--- config.mk ---
export PLATFORM = sky130hd
export DESIGN_NAME = ex_stage_pipe
export DESIGN_NICKNAME = d
export VERILOG_FILES = /design/src/rtl/ex_stage_pipe_pkg.sv /design/src/rtl/ex_mul_iter.sv /design/src/rtl/ex_stage_pipe.sv
export SDC_FILE = /design/constraint.sdc
export NUM_CORES = 1
export LEC_CHECK = 0
export BUFFER_PORTS_ARGS = -buffer_cell sky130_fd_sc_hd__buf_2
export CAP_MARGIN = 20
export CELL_PAD_IN_SITES_DETAIL_PLACEMENT = 0
export CELL_PAD_IN_SITES_GLOBAL_PLACEMENT = 1
export CORE_ASPECT_RATIO = 1.25
export CORE_UTILIZATION = 25
export CTS_CLUSTER_DIAMETER = 100
export DETAILED_ROUTE_END_ITERATION = 8
export PLACE_DENSITY = 0.63
export SYNTH_ARGS = -nofsm -noshare
export SYNTH_HDL_FRONTEND = slang
export SYNTH_HIERARCHICAL = 1
export SYNTH_SLANG_ARGS = --single-unit
export TNS_END_PERCENT = 100
--- constraint.sdc ---
create_clock -name clk -period 8.5 [get_ports clk]
set_input_delay 0.85 -clock clk [delete_from_list [all_inputs] [get_ports clk]]
set_output_delay 0.85 -clock clk [all_outputs]
set_load 0.005 [all_outputs]
--- src/rtl/ex_stage_pipe_pkg.sv ---
// ex_stage_pipe_pkg: shared Y86 execute-stage definitions.
// Holds icode/ifun encodings, jump/cmov condition codes, RNONE, the
// execute FSM state type, the condition-code record and the condition
// evaluation helper used by ex_stage_pipe.
package ex_stage_pipe_pkg;

    // Instruction codes (8-bit to match the decode bus)
    localparam logic [7:0] I_HALT   = 8'h00;
    localparam logic [7:0] I_NOP    = 8'h01;
    localparam logic [7:0] I_RRMOVL = 8'h02;
    localparam logic [7:0] I_IRMOVL = 8'h03;
    localparam logic [7:0] I_RMMOVL = 8'h04;
    localparam logic [7:0] I_MRMOVL = 8'h05;
    localparam logic [7:0] I_OPL    = 8'h06;
    localparam logic [7:0] I_JXX    = 8'h07;
    localparam logic [7:0] I_CALL   = 8'h08;
    localparam logic [7:0] I_RET    = 8'h09;
    localparam logic [7:0] I_PUSHL  = 8'h0A;
    localparam logic [7:0] I_POPL   = 8'h0B;

    // OPL function codes
    localparam logic [7:0] F_ADD  = 8'h00;
    localparam logic [7:0] F_SUB  = 8'h01;
    localparam logic [7:0] F_AND  = 8'h02;
    localparam logic [7:0] F_XOR  = 8'h03;
    localparam logic [7:0] F_MULL = 8'h04;

    // Jump / conditional-move condition codes
    localparam logic [7:0] C_ALWAYS = 8'h00;
    localparam logic [7:0] C_LE     = 8'h01;
    localparam logic [7:0] C_L      = 8'h02;
    localparam logic [7:0] C_E      = 8'h03;
    localparam logic [7:0] C_NE     = 8'h04;
    localparam logic [7:0] C_GE     = 8'h05;
    localparam logic [7:0] C_G      = 8'h06;

    localparam logic [3:0] RNONE = 4'hF;

    typedef enum logic {
        ST_IDLE = 1'b0,
        ST_MUL  = 1'b1
    } ex_state_t;

    // Architected condition codes, packed as {ZF,SF,OF}
    typedef struct packed {
        logic zf;
        logic sf;
        logic of;
    } cc_t;

    localparam cc_t CC_RESET = 3'b100;

    // Evaluate a jump/cmov condition against the current condition codes
    function automatic logic cond_eval(input cc_t cc, input logic [7:0] fn);
        logic lt;
        logic res;
        lt  = cc.sf ^ cc.of;
        res = 1'b0;
        case (fn)
            C_ALWAYS: res = 1'b1;
            C_LE:     res = lt | cc.zf;
            C_L:      res = lt;
            C_E:      res = cc.zf;
            C_NE:     res = ~cc.zf;
            C_GE:     res = ~lt;
            C_G:      res = ~lt & ~cc.zf;
            default:  res = 1'b0;
        endcase
        return res;
    endfunction

endpackage

--- src/rtl/ex_mul_iter.sv ---
// ex_mul_iter: iterative shift-add multiplier, one multiplier bit per cycle.
// Ports:
//   clk, rst      clock, async active-high reset
//   start         latch operands and clear the accumulator
//   run           allow iteration (held off while the owner waits)
//   a, b          multiplicand / multiplier
//   done_c        last iteration is pending; product_c is the final result
//   product_c     accumulator plus the current partial product (low WORD_W bits)
// Start loads, then WORD_W-1 registered steps; the final step is left
// combinational so the owner can capture it on the WORD_W-th edge. Once done
// the counter saturates and product_c stays stable until the next start.
module ex_mul_iter #(
    parameter int unsigned WORD_W = 32
) (
    input  logic              clk,
    input  logic              rst,
    input  logic              start,
    input  logic              run,
    input  logic [WORD_W-1:0] a,
    input  logic [WORD_W-1:0] b,
    output logic              done_c,
    output logic [WORD_W-1:0] product_c
);

    localparam int unsigned CNT_W = (WORD_W > 1) ? $clog2(WORD_W) : 1;
    localparam logic [CNT_W-1:0] LAST = CNT_W'(WORD_W - 1);

    logic [WORD_W-1:0] mcand_q;
    logic [WORD_W-1:0] mplier_q;
    logic [WORD_W-1:0] acc_q;
    logic [CNT_W-1:0]  cnt_q;
    logic [WORD_W-1:0] partial_c;

    // Low WORD_W bits of the unsigned product equal the two's-complement product
    assign partial_c = mplier_q[0] ? mcand_q : '0;
    assign product_c = acc_q + partial_c;
    assign done_c    = (cnt_q == LAST);

    // Operand shift registers and iteration counter
    always_ff @(posedge clk or posedge rst) begin
        if (rst) begin
            mcand_q  <= '0;
            mplier_q <= '0;
            acc_q    <= '0;
            cnt_q    <= '0;
        end else if (start) begin
            mcand_q  <= a;
            mplier_q <= b;
            acc_q    <= '0;
            cnt_q    <= '0;
        end else if (run && !done_c) begin
            acc_q    <= product_c;
            mcand_q  <= mcand_q << 1;
            mplier_q <= mplier_q >> 1;
            cnt_q    <= cnt_q + CNT_W'(1);
        end
    end

endmodule

--- src/rtl/ex_stage_pipe.sv ---
// ex_stage_pipe: pipelined Y86 execute stage with E/M output register.
// Computes valE for every icode, owns the {ZF,SF,OF} condition codes,
// evaluates jump/cmov conditions and runs MULL on an iterative multiplier.
// Ports:
//   clk, rst                     clock, async active-high reset
//   in_valid / in_ready          decode-side handshake (in_ready is combinational)
//   icode_i, ifun_i              instruction code / function-condition code
//   valA_i, valB_i, valC_i       operands and constant
//   valP_i                       next PC (not needed by execute)
//   dstE_i                       valE destination register
//   flush_i                      drop held result and abort a running MULL
//   out_valid / out_ready        memory-side handshake
//   icode_o, valA_o, valE_o      registered instruction results
//   dstE_o                       registered dstE, RNONE for a not-taken cmov
//   cnd_o                        condition result (1 for non-conditional icodes)
//   inv_o                        invalid OPL function flag
//   cc_o                         architected {ZF,SF,OF}
//   busy_o                       multiplier running
module ex_stage_pipe
    import ex_stage_pipe_pkg::*;
#(
    parameter int unsigned WORD_W = 32,
    parameter int unsigned PC_W   = 32,
    parameter bit          MUL_EN = 1'b1
) (
    input  logic              clk,
    input  logic              rst,
    input  logic              in_valid,
    output logic              in_ready,
    input  logic [7:0]        icode_i,
    input  logic [7:0]        ifun_i,
    input  logic [WORD_W-1:0] valA_i,
    input  logic [WORD_W-1:0] valB_i,
    input  logic [WORD_W-1:0] valC_i,
    input  logic [PC_W-1:0]   valP_i,
    input  logic [3:0]        dstE_i,
    input  logic              flush_i,
    output logic              out_valid,
    input  logic              out_ready,
    output logic [7:0]        icode_o,
    output logic [WORD_W-1:0] valA_o,
    output logic [WORD_W-1:0] valE_o,
    output logic [3:0]        dstE_o,
    output logic              cnd_o,
    output logic              inv_o,
    output logic [2:0]        cc_o,
    output logic              busy_o
);

    localparam int unsigned     MSB  = WORD_W - 1;
    localparam logic [WORD_W-1:0] FOUR = WORD_W'(4);

    ex_state_t         state_q;
    cc_t               cc_q;
    logic [WORD_W-1:0] pend_vala_q;
    logic [3:0]        pend_dste_q;

    logic              is_opl_c;
    logic              is_cmov_c;
    logic              is_jxx_c;
    logic              fn_ok_c;
    logic              is_mul_c;
    logic              out_free_c;
    logic              accept_c;
    logic              mul_fin_c;
    logic              cnd_c;
    logic [WORD_W-1:0] alu_c;
    cc_t               opl_cc_c;
    cc_t               mul_cc_c;
    logic              mul_done_c;
    logic [WORD_W-1:0] mul_product_c;
    logic              unused_valp;

    // valP passes around execute; reduce it so it is visibly consumed
    assign unused_valp = ^valP_i;

    assign is_opl_c   = (icode_i == I_OPL);
    assign is_cmov_c  = (icode_i == I_RRMOVL);
    assign is_jxx_c   = (icode_i == I_JXX);
    assign fn_ok_c    = (ifun_i <= F_XOR) || (MUL_EN && (ifun_i == F_MULL));
    assign is_mul_c   = is_opl_c && MUL_EN && (ifun_i == F_MULL);

    assign out_free_c = !out_valid || out_ready;
    assign in_ready   = !flush_i && (state_q == ST_IDLE) && out_free_c;
    assign accept_c   = in_valid && in_ready;
    assign mul_fin_c  = (state_q == ST_MUL) && mul_done_c && out_free_c && !flush_i;

    assign cnd_c      = (is_jxx_c || is_cmov_c) ? cond_eval(cc_q, ifun_i) : 1'b1;
    assign cc_o       = cc_q;

    // valE for every instruction class
    always_comb begin
        alu_c = '0;
        case (icode_i)
            I_OPL: begin
                case (ifun_i)
                    F_ADD:   alu_c = valB_i + valA_i;
                    F_SUB:   alu_c = valB_i - valA_i;
                    F_AND:   alu_c = valB_i & valA_i;
                    F_XOR:   alu_c = valB_i ^ valA_i;
                    default: alu_c = '0;
                endcase
            end
            I_RRMOVL:         alu_c = valA_i;
            I_IRMOVL:         alu_c = valC_i;
            I_RMMOVL,
            I_MRMOVL:         alu_c = valB_i + valC_i;
            I_PUSHL, I_CALL:  alu_c = valB_i - FOUR;
            I_POPL, I_RET:    alu_c = valB_i + FOUR;
            default:          alu_c = '0;
        endcase
    end

    // Flags for a single-cycle OPL result
    always_comb begin
        opl_cc_c    = '0;
        opl_cc_c.zf = (alu_c == '0);
        opl_cc_c.sf = alu_c[MSB];
        case (ifun_i)
            F_ADD:   opl_cc_c.of = (valA_i[MSB] == valB_i[MSB]) && (alu_c[MSB] != valA_i[MSB]);
            F_SUB:   opl_cc_c.of = (valA_i[MSB] != valB_i[MSB]) && (alu_c[MSB] != valB_i[MSB]);
            default: opl_cc_c.of = 1'b0;
        endcase
    end

    // Flags for a completing MULL (never overflows architecturally)
    always_comb begin
        mul_cc_c    = '0;
        mul_cc_c.zf = (mul_product_c == '0);
        mul_cc_c.sf = mul_product_c[MSB];
    end

    ex_mul_iter #(
        .WORD_W (WORD_W)
    ) u_mul (
        .clk       (clk),
        .rst       (rst),
        .start     (accept_c && is_mul_c),
        .run       (state_q == ST_MUL),
        .a         (valA_i),
        .b         (valB_i),
        .done_c    (mul_done_c),
        .product_c (mul_product_c)
    );

    // FSM, condition codes and E/M output register
    always_ff @(posedge clk or posedge rst) begin
        if (rst) begin
            state_q     <= ST_IDLE;
            busy_o      <= 1'b0;
            out_valid   <= 1'b0;
            icode_o     <= '0;
            valA_o      <= '0;
            valE_o      <= '0;
            dstE_o      <= '0;
            cnd_o       <= 1'b0;
            inv_o       <= 1'b0;
            cc_q        <= CC_RESET;
            pend_vala_q <= '0;
            pend_dste_q <= '0;
        end else if (flush_i) begin
            // Drop the held result and any MULL in flight; CCs stay as written
            state_q   <= ST_IDLE;
            busy_o    <= 1'b0;
            out_valid <= 1'b0;
        end else begin
            case (state_q)
                ST_IDLE: begin
                    if (accept_c && is_mul_c) begin
                        state_q     <= ST_MUL;
                        busy_o      <= 1'b1;
                        pend_vala_q <= valA_i;
                        pend_dste_q <= dstE_i;
                    end
                end
                ST_MUL: begin
                    if (mul_fin_c) begin
                        state_q <= ST_IDLE;
                        busy_o  <= 1'b0;
                    end
                end
                default: begin
                    state_q <= ST_IDLE;
                    busy_o  <= 1'b0;
                end
            endcase

            if (accept_c && !is_mul_c) begin
                out_valid <= 1'b1;
                icode_o   <= icode_i;
                valA_o    <= valA_i;
                valE_o    <= alu_c;
                dstE_o    <= (is_cmov_c && !cnd_c) ? RNONE : dstE_i;
                cnd_o     <= cnd_c;
                inv_o     <= is_opl_c && !fn_ok_c;
                if (is_opl_c && fn_ok_c) begin
                    cc_q <= opl_cc_c;
                end
            end else if (mul_fin_c) begin
                out_valid <= 1'b1;
                icode_o   <= I_OPL;
                valA_o    <= pend_vala_q;
                valE_o    <= mul_product_c;
                dstE_o    <= pend_dste_q;
                cnd_o     <= 1'b1;
                inv_o     <= 1'b0;
                cc_q      <= mul_cc_c;
            end else if (out_ready) begin
                out_valid <= 1'b0;
            end
        end
    end

endmodule

==> reports/qor.yml, run 1 <==
rsz0062_at_grt: "false"
arrival_ps: 6580
synth_xor_xnor_area_share: 0.0488
cts-root-buf: "clkbuf_16"
yosys.area_share.simple: 0.214
drive_gt1_frac: 0.144
wire_per_inst_um: 23.0
clk_latency_ps: 600
endpoint_kind: "flip-flop"
cts_tree: "done"
cp-start-kind: "input pin"
synthMuxAreaShare: 0.0838
grt_pass1_wl_mm: 125
timing.final.crit_share: 0.716
cts_sinks: 221
max-cap-violations: 0
grt_pass1_vias: 19200
grt_use_total: 0.203
via_per_inst: 5.27
ctsLongestPathBuffers: 3
clock.fmax_mhz: 164
first_iter_violations: 1397
post-place-cells: 3621
slew_violations: 0
p_leak_nw: 9.25
yosys_warnings: 6
gp_congestion: 0.951
period_minus_slack_ps: 6090
vdd_ir_drop_max_mv: 0.0993
synth_seq_cells: 221
synth_cells: 2487
die_area_um2: 81600
postRouteAntennaNets: 0
powerDensity_nw_per_um2: 138
die_width_um: 256
antenna_found_initial: 6
worst_pin_slew_ps: 995
grt_overflow: 0
synthAdderAreaFrac: 0.101
cts_resized: 0
crit_type: "in2reg"
row_count: 115
layout-area-overhead-vs-synth_pct: 15.1
stdcell_count: 3675
cts-htree-levels: 1
wirelength_mm: 84.6
dr.pass1.iters: 5
synth-edff-count: 0
synthArstFlopShare: 1.00
finalHoldViolCount: 0
coreArea_um2: 79100
hold_buffers: 0
dpl.hpwl_mm: 65.9
hold_class: "in2async"
clk_pin_slew_worst_paths_ps: 60
cts_setup_buffers: 0
cts_made_buffers: 28
clock_skew_ps: 26.0
outcome: "completed"
synth_area_um2: 20100
syn-num-nets: 2800
final-setup-viol-count: 0
ys_seq_area_frac: 0.275
grt_start_max_net_pins: 97
crit_fanout: 22
io_pins: 237
remaining_drc_errors: 0
synth_top_family_by_area: "compound AO/OA/AOI/OAI gates"
synthDistinctLibCells: 93
port_buffers: 204
dieHeight_um: 319
start_util: 0.254
fin_tns_setup_ps: 0
avgSynthCellArea_um2: 8.09
reg2reg_depth: 15
crit_required_ps: 8990
synth_flop_cell: "dfrtp_1"
synth_compound_area_frac: 0.241
vias: 19400
maxSlewHeadroom: 0.335
nets: 2911
==> state kept, by name (all words and copies together) (netlist names) <==
register / cells
u_mul/mcand_q: 32
pend_dste_q: 4
cnd_o: 1
out_valid: 1
icode_o: 8
busy_o: 1
u_mul/acc_q: 32
valE_o: 32
state_q: 1
u_mul/mplier_q: 32
dstE_o: 4
valA_o: 32
inv_o: 1
pend_vala_q: 32
cc_o: 3
u_mul/cnt_q: 5
==> critical path: stages <==
cell and delay [ps]:
buf_2 100, or3_1 560, nor2_1 180, nand3_1 720, o21ai_0 590, inv_1 90
ha_1 280, nand2b_1 80, a211oi_2 370, o21ai_1 240, o21a_1 250, o41a_1 480
or2_1 310, o41ai_2 420, mux2i_1 320, a31oi_1 130, or4b_1 500, o311ai_1 90
==> final cells by class <==
type | count | area, um2
diodes | 2 | 5.00
flip-flops and latches | 221 | 5530
inverters | 39 | 151
fillers | 8612 | 56000
multi-input cells | 2076 | 13900
clock buffers | 32 | 746
clock inverters | 20 | 228
repair buffers | 232 | 1230
well taps | 1053 | 1320
==> cells in the mapped netlist (25+ instances only) <==
library cell,n,area (um2)
a211oi_1,25,188
a21o_1,57,428
a21oi_1,173,866
a31oi_1,49,307
and2_1,47,294
and3_1,26,163
clkbuf_1,122,458
dfrtp_1,220,5510
ha_1,156,1950
inv_1,39,146
mux2_2,43,484
mux2i_1,120,1200
nand2_1,341,1280
nand3_1,58,290
nand4_1,34,213
nor2_1,155,582
nor3_1,53,265
nor4_1,32,200
o211ai_1,36,270
o21ai_0,202,1010
or3_1,29,181
xnor2_1,64,561
xor2_1,48,420
==> layer usage <==
layer / up-vias / GRT usage / wire length, um
li1: 9449 / - / -
met1: 9333 / 0.259 / 37000
met2: 459 / 0.346 / 40400
met3: 109 / 0.0134 / 3100
met4: 0 / 0.0938 / 4120
met5: - / 0 / 0
==> final timing paths <==
path                                         from         endpoint  slack [ps]
max in group asynchronous                     rst       valE_o[17]        6660
worst max register to register  u_mul/mplier_q[0]          cc_o[2]        3340
worst min-delay path                          rst  u_mul/acc_q[27]         390
worst min register to register         valE_o[11]       valE_o[11]         470
min in group clk                       valE_o[11]       valE_o[11]         470
worst max-delay path                    ifun_i[3]          cc_o[0]        2410
==> layout by cell type, fill, tap and decap left out, types with 58 or more instances in the layout <==
cell and count:
nand2_1 341, dfrtp_1 220, buf_2 204, o21ai_0 202
a21oi_1 172, ha_1 156, nor2_1 154, mux2i_1 120
xnor2_1 64, nand3_1 58
==> metrics by stage <==
step | hold slack, ps | total power, mW | util | instance area, um2 | setup WS (ps)
CTS | 374 | 3.23 | 0.292 | 23100 | 2520
global placement | 455 | 1.94 | 0.280 | 22200 | 1950
detailed placement | 465 | 1.94 | 0.280 | 22200 | 1900
floorplan | 463 | 1.61 | - | 20100 | 2440
finish | 387 | 3.18 | 0.293 | 23100 | 2410
global route | 439 | 3.34 | 0.292 | 23100 | 2120
==> power by group <==
part           internal [mW]  total, mW  switching, mW
registers               1.11       1.15         0.0339
clock network          0.731       1.26          0.533
logic                  0.280      0.774          0.494
==> kinds of logic after synthesis <==
kind of cell	after synthesis
AOI/OAI and AO/OA	758
buffers and inverters	190
and+or+nand+nor	883
adders and majority gates	160
xor gates and xnor gates	112
muxes	163
DFF	221
Power figures use the tool's default switching activity.
==> run 2: changes to the inputs <==
--- a/config.mk
+++ b/config.mk
@@ -13,7 +13,7 @@
 export CORE_UTILIZATION = 25
 export CTS_CLUSTER_DIAMETER = 100
 export DETAILED_ROUTE_END_ITERATION = 8
-export PLACE_DENSITY = 0.63
+export PLACE_DENSITY = 0.65
 export SYNTH_ARGS = -nofsm -noshare
 export SYNTH_HDL_FRONTEND = slang
 export SYNTH_HIERARCHICAL = 1
==> constraint.sdc (replaced) <==
create_clock -name clk -period 5.3 [get_ports clk]
set_input_delay 0.53 -clock clk [delete_from_list [all_inputs] [get_ports clk]]
set_output_delay 0.53 -clock clk [all_outputs]
set_load 0.005 [all_outputs]
==> run 2 against run 1 <==
Effect of this change: count of clock-buffer cells in the layout up 6; worst setup slack worse by 2100 ps; sequential power up 60%; combinational power up 80%; final area up 6.6%; clock power up 59%; clock skew down 11 ps; die area unchanged; utilization up 1.9 points; sequential cell count unchanged; register-to-register slack worse by 2500 ps; largest power group unchanged.
==> reports/qor.yml, run 2 (synthesis gave the netlist of run 1 again) <==
outcome: "completed"  # unchanged
row_count: 115  # unchanged
port_buffers: 204  # unchanged
slew_violations: 0  # unchanged
max-cap-violations: 0  # unchanged
worst_pin_slew_ps: 960  # was 995 ps
final-setup-viol-count: 0  # unchanged
hold_buffers: 0  # unchanged
stdcell_count: 3874  # was 3675
via_per_inst: 5.25  # was 5.27
postRouteAntennaNets: 0  # unchanged
nets: 3112  # was 2911
drive_gt1_frac: 0.205  # was 0.144
crit_fanout: 4  # was 22
grt_overflow: 0  # unchanged
cts_setup_buffers: 0  # unchanged
timing.final.crit_share: 0.939
grt_start_max_net_pins: 117  # was 97
start_util: 0.254  # unchanged
first_iter_violations: 1568  # was 1397
gp_congestion: 0.925  # was 0.951
final_common_cell: "nand2_1"  # unchanged
dpl.hpwl_mm: 70.6  # was 65.9 mm
dieHeight_um: 319  # unchanged
cp_slowest_cell: "or4_1"  # was nand3_1
wire_per_inst_um: 23.1  # was 23.0 um
die_width_um: 256  # unchanged
cts-htree-levels: 1  # unchanged
arrival_ps: 5500  # was 6580 ps
coreArea_um2: 79100  # unchanged
endpoint_kind: "flip-flop"  # unchanged
cts_made_buffers: 28  # unchanged
remaining_drc_errors: 0  # unchanged
clk_pin_slew_worst_paths_ps: 60  # about the same
ctsLongestPathBuffers: 3  # unchanged
cts_tree: "done"  # unchanged
wirelength_mm: 89.5  # was 84.6 mm
p_leak_nw: 10.2  # was 9.25 nW
final_cell_mix: "nand2_1, buf_4, dfrtp_1, buf_2, o21ai_0"  # was nand2_1, dfrtp_1, buf_2, o21ai_0, a21oi_1
grt_use_total: 0.212  # was 0.203
vias: 20300  # was 19.4k
clock.fmax_mhz: 201
grt_pass1_vias: 19900  # was 19.2k
fin_tns_setup_ps: 0  # unchanged
finalHoldViolCount: 0  # unchanged
cts_resized: 0  # unchanged
crit_type: "in2reg"  # unchanged
grt_pass1_wl_mm: 130  # was 125 mm
vdd_ir_drop_max_mv: 0.236  # was 0.0993 mV
crit_path_max_incr_delay_ps: 650  # was 720 ps
cts_sinks: 221  # unchanged
hold_class: "in2async"  # unchanged
rsz0062_at_grt: "false"  # unchanged
io_pins: 237  # unchanged
die_area_um2: 81600  # unchanged
power_mw: 5.23  # was 3.18 mW
dr.pass1.iters: 6  # was 5
clock_skew_ps: 14.8  # was 26.0 ps
layout-area-overhead-vs-synth_pct: 22.7  # was 15.1%
maxSlewHeadroom: 0.359  # was 0.335
post-place-cells: 3821  # was 3621
powerDensity_nw_per_um2: 212  # was 138 nW/um2
cp-start-kind: "input pin"  # unchanged
period_minus_slack_ps: 4970
worstPathCellList: "buf_2 -> or4_1 -> or4_1 -> or2_2 -> o41ai_2 -> buf_4 -> xor2_1 -> ha_1 -> a21o_1 -> a21o_1 -> a2111oi_0 -> nor3_1 -> a221oi_1 -> o211ai_1 -> xor2_1 -> a221o_1 -> nor4_1 -> nand4_1 -> o21ai_1"  # was buf_2 -> or3_1 -> nor2_1 -> nand3_1 -> o21ai_0 -> inv_1 -> ha_1 -> nand2b_1 -> a211oi_2 -> o21ai_1 -> o21a_1 -> o41a_1 -> or2_1 -> o41ai_2 -> mux2i_1 -> a31oi_1 -> or4b_1 -> o311ai_1
clk_latency_ps: 590  # was 600 ps
cts-root-buf: "clkbuf_16"  # unchanged
antenna_found_initial: 8  # was 6
reg2reg_slack_ps: 820  # was 3340 ps
crit_required_ps: 5820  # was 8990 ps
-- run 2: changes by cell type in the layout (fill, tap and decap cells not counted), sizes merged --
| cell | change |
|---|---|
| buf | +201 |
| clkbuf | +6 |
| diode | -1 |
| clkinv | -3 |
| clkinvlp | -2 |
| bufinv | -2 |
-- run 2: layout make-up --
class                           instances  area [um2]
Timing Repair Buffer                  433        2790
Fill cell                            8622       54500
Antenna cell                            1        2.50
Tap cell                             1053        1320
Multi-Input combinational cell       2076       13900
Sequential cell                       221        5530
Inverter                               39         154
Clock inverter                         13         129
Clock buffer                           38         818
-- run 2: metal layers --
metal	wire length, um	part of all wire	GRT usage	up-vias
li1	-	-	-	9859
met1	38400	0.43	0.267	9800
met2	43200	0.48	0.370	543
met3	4170	0.047	0.0231	125
met4	3730	0.042	0.0828	4
met5	22	0.00025	0	-
-- run 2: worst paths after layout --
path,startpoint,end,cells after the start
max reg2reg,u_mul/mplier_q[0],cc_o[2],16
min reg2reg,valE_o[11],valE_o[11],2
min,rst,u_mul/acc_q[27],2
max,valA_i[6],cc_o[2],19
min in group clk,dstE_i[3],pend_dste_q[3],2
max in group asynchronous,rst,valE_o[7],3
-- run 2: stage by stage --
step	cell area (um2)	hold slack, ps	util	setup slack (ps)
after CTS	24700	35.4	0.311	325
after detailed placement	23700	456	0.300	-285
after global placement	23700	451	0.300	-208
after global routing	24700	56.9	0.312	117
final	24700	36.5	0.312	326
after floorplan	20100	463	-	31.9
-- run 2: worst max-delay path: cells and delay by family --
family	cells	cell delay [ps]
AOI/OAI and AO/OA	8	2040
xor gates and xnor gates	2	230
adders and majority gates	1	200
buffers and inverters	2	390
and+or+nand+nor	6	2110
-- run 2: power breakdown --
part | internal, mW | total, mW | switching [mW] | leakage (nW)
clock network | 1.14 | 2.00 | 0.859 | 0.470
logic | 0.564 | 1.39 | 0.829 | 7.30
registers | 1.78 | 1.84 | 0.0540 | 2.45
==> run 3: changes to the inputs <==
--- a/config.mk
+++ b/config.mk
@@ -13,7 +13,7 @@
 export CORE_UTILIZATION = 25
 export CTS_CLUSTER_DIAMETER = 100
 export DETAILED_ROUTE_END_ITERATION = 8
-export PLACE_DENSITY = 0.65
+export PLACE_DENSITY = 0.63
 export SYNTH_ARGS = -nofsm -noshare
 export SYNTH_HDL_FRONTEND = slang
 export SYNTH_HIERARCHICAL = 1
==> constraint.sdc (replaced) <==
create_clock -name clk -period 5.5 [get_ports clk]
set_input_delay 0.55 -clock clk [delete_from_list [all_inputs] [get_ports clk]]
set_output_delay 0.55 -clock clk [all_outputs]
set_load 0.005 [all_outputs]
==> run 3 against run 2 <==
Effect of this change: first-iteration DRC count is 7.2% higher; register-to-register slack worse by 70 ps; hold slack improved by 170 ps; global-route usage shrank 0.24 points; worst setup slack better by 36 ps; sequential share of layout area rose by 0.44 points; sequential cell count unchanged; wire length shrank 1.7%; combinational power shrank 6%; non-clock buffer count shrank 68; largest power group unchanged.
==> reports/qor.yml, run 3 (synthesis gave the netlist of run 1 again) <==
outcome: "completed"  # unchanged
hold_class: "in2reg"  # was in2async
postRouteAntennaNets: 0  # unchanged
placed_cell_area_um2: 23200  # was 23700 um2
arrival_ps: 5670  # was 5500 ps
cts_made_buffers: 28  # unchanged
dieHeight_um: 319  # unchanged
fillers: 8666  # was 8622
finalHoldViolCount: 0  # unchanged
cts_sinks: 221  # unchanged
dpl.hpwl_mm: 69.7  # was 70.6 mm
powerDensity_nw_per_um2: 209  # was 212 nW/um2
clk_latency_ps: 600  # was 590 ps
grt_use_total: 0.210  # was 0.212
final_cell_mix: "nand2_1, dfrtp_1, buf_2, o21ai_0, a21oi_1"  # was nand2_1, buf_4, dfrtp_1, buf_2, o21ai_0
grt_overflow: 0  # unchanged
routed.top_layer: "met5"  # unchanged
start_util: 0.254  # unchanged
clk_pin_slew_worst_paths_ps: 60  # about the same
die_width_um: 256  # unchanged
coreArea_um2: 79100  # unchanged
crit_fanout: 4  # unchanged
wire_per_inst_um: 23.1  # about the same
layout-area-overhead-vs-synth_pct: 20.4  # was 22.7%
remaining_drc_errors: 0  # unchanged
setup_slack_ps: 362  # was 326 ps
via_per_inst: 5.26  # was 5.25
die_area_um2: 81600  # unchanged
worst_pin_slew_ps: 878  # was 960 ps
port_buffers: 204  # unchanged
rsz0062_at_grt: "false"  # unchanged
io_pins: 237  # unchanged
timing.final.crit_share: 0.934
design_area_um2: 24200  # was 24700 um2
cts-htree-levels: 1  # unchanged
vdd_ir_drop_max_mv: 0.215  # was 0.236 mV
dr.pass1.iters: 6  # unchanged
nets: 3044  # was 3112
vias: 20000  # was 20.3k
period_minus_slack_ps: 5140
endpoint_kind: "flip-flop"  # unchanged
max-cap-violations: 0  # unchanged
power_mw: 5.07  # was 5.23 mW
routed-wl-met2_mm: 42.2  # was 43.2 mm
ctsLongestPathBuffers: 3  # unchanged
crit_type: "in2reg"  # unchanged
dp_slack_ps: -248  # was -285 ps
crit_required_ps: 6030  # was 5820 ps
cp-start-kind: "input pin"  # unchanged
cts_resized: 0  # unchanged
drt-met1-wl_mm: 38.5  # was 38.4 mm
cts_tree: "done"  # unchanged
grt_pass1_vias: 19600  # was 19.9k
first_iter_violations: 1681  # was 1568
gp_congestion: 0.929  # was 0.925
cts-root-buf: "clkbuf_16"  # unchanged
fin_tns_setup_ps: 0  # unchanged
met3_length_mm: 3.54  # was 4.17 mm
clock.fmax_mhz: 195
drive_gt1_frac: 0.184  # was 0.205
p_leak_nw: 9.91  # was 10.2 nW
grt_pass1_wl_mm: 129  # was 130 mm
antenna_found_initial: 6  # was 8
holdWs_ps: 208  # was 36.5 ps
row_count: 115  # unchanged
final_common_cell: "nand2_1"  # unchanged
wirelength_mm: 87.9  # was 89.5 mm
clock_skew_ps: 44.5  # was 14.8 ps
grt_start_max_net_pins: 147  # was 117
maxSlewHeadroom: 0.410  # was 0.359
final-setup-viol-count: 0  # unchanged
slew_violations: 0  # unchanged
## run 3: changes by cell type in the layout (fill, tap and decap cells not counted), moves of 2 or more
cell	previous run	this run
buf_4	226	158
clkbuf_8	8	4
bufinv_16	1	4
inv_6	4	1
clkbuf_1	2	4
## run 3: cell type report
type / count / area (um2) / share of cell area
Antenna cell: 2 / 5.00 / 0.000207
Clock buffer: 36 / 771 / 0.0318
Clock inverter: 15 / 226 / 0.00935
Inverter: 39 / 151 / 0.00625
Multi-Input combinational cell: 2076 / 13900 / 0.576
Sequential cell: 221 / 5530 / 0.228
Tap cell: 1053 / 1320 / 0.0544
Timing Repair Buffer: 365 / 2260 / 0.0935
## run 3: layer usage
| layer | vias up | track usage |
|---|---|---|
| met5 | - | 0 |
| li1 | 9716 | - |
| met3 | 103 | 0.0171 |
| met1 | 9664 | 0.269 |
| met4 | 2 | 0.0890 |
| met2 | 522 | 0.360 |
## run 3: per-stage QoR
step / util / cells
6_report: 0.306 / 3807
3_5_place_dp: 0.293 / 3752
2_1_floorplan: - / 2487
3_3_place_gp: 0.293 / 3752
5_1_grt: 0.306 / 3807
4_1_cts: 0.305 / 3803
## run 3: report_power, final
part	leakage, nW	internal [mW]	switching, mW	total (mW)
combinational	6.97	0.505	0.791	1.30
sequential	2.45	1.72	0.0518	1.77
clock	0.487	1.19	0.812	2.00
## run 3: timing repair
| action | in CTS | in global routing |
|---|---|---|
| hold endpoints to repair | 0 | 19 |
| hold buffers | 0 | 1 |
| setup buffers | 0 | 0 |
## run 3: worst max-delay path, stage by stage
cell,delay (ps)
buf_2,180
or4_1,680
or4_1,570
or2_2,340
o41ai_2,290
buf_4,210
xor2_1,70
ha_1,200
a21o_1,200
a21o_1,190
a2111oi_0,460
nor3_1,120
a221oi_1,330
o211ai_1,160
xor2_1,160
a221o_1,390
nor4_1,270
nand4_1,130
o21ai_1,130
## run 3: final timing paths
| kind | depth (start not counted) | start | slack (ps) | endpoint |
|---|---|---|---|---|
| min reg2reg | 2 | valE_o[11] | 460 | valE_o[11] |
| min in group asynchronous | 3 | rst | 520 | valA_o[27] |
| max in group asynchronous | 4 | rst | 3550 | u_mul/mplier_q[14] |
| max | 19 | valA_i[6] | 360 | cc_o[2] |
| min | 2 | dstE_i[0] | 210 | pend_dste_q[0] |
| max reg2reg | 15 | u_mul/mplier_q[0] | 750 | cc_o[2] |
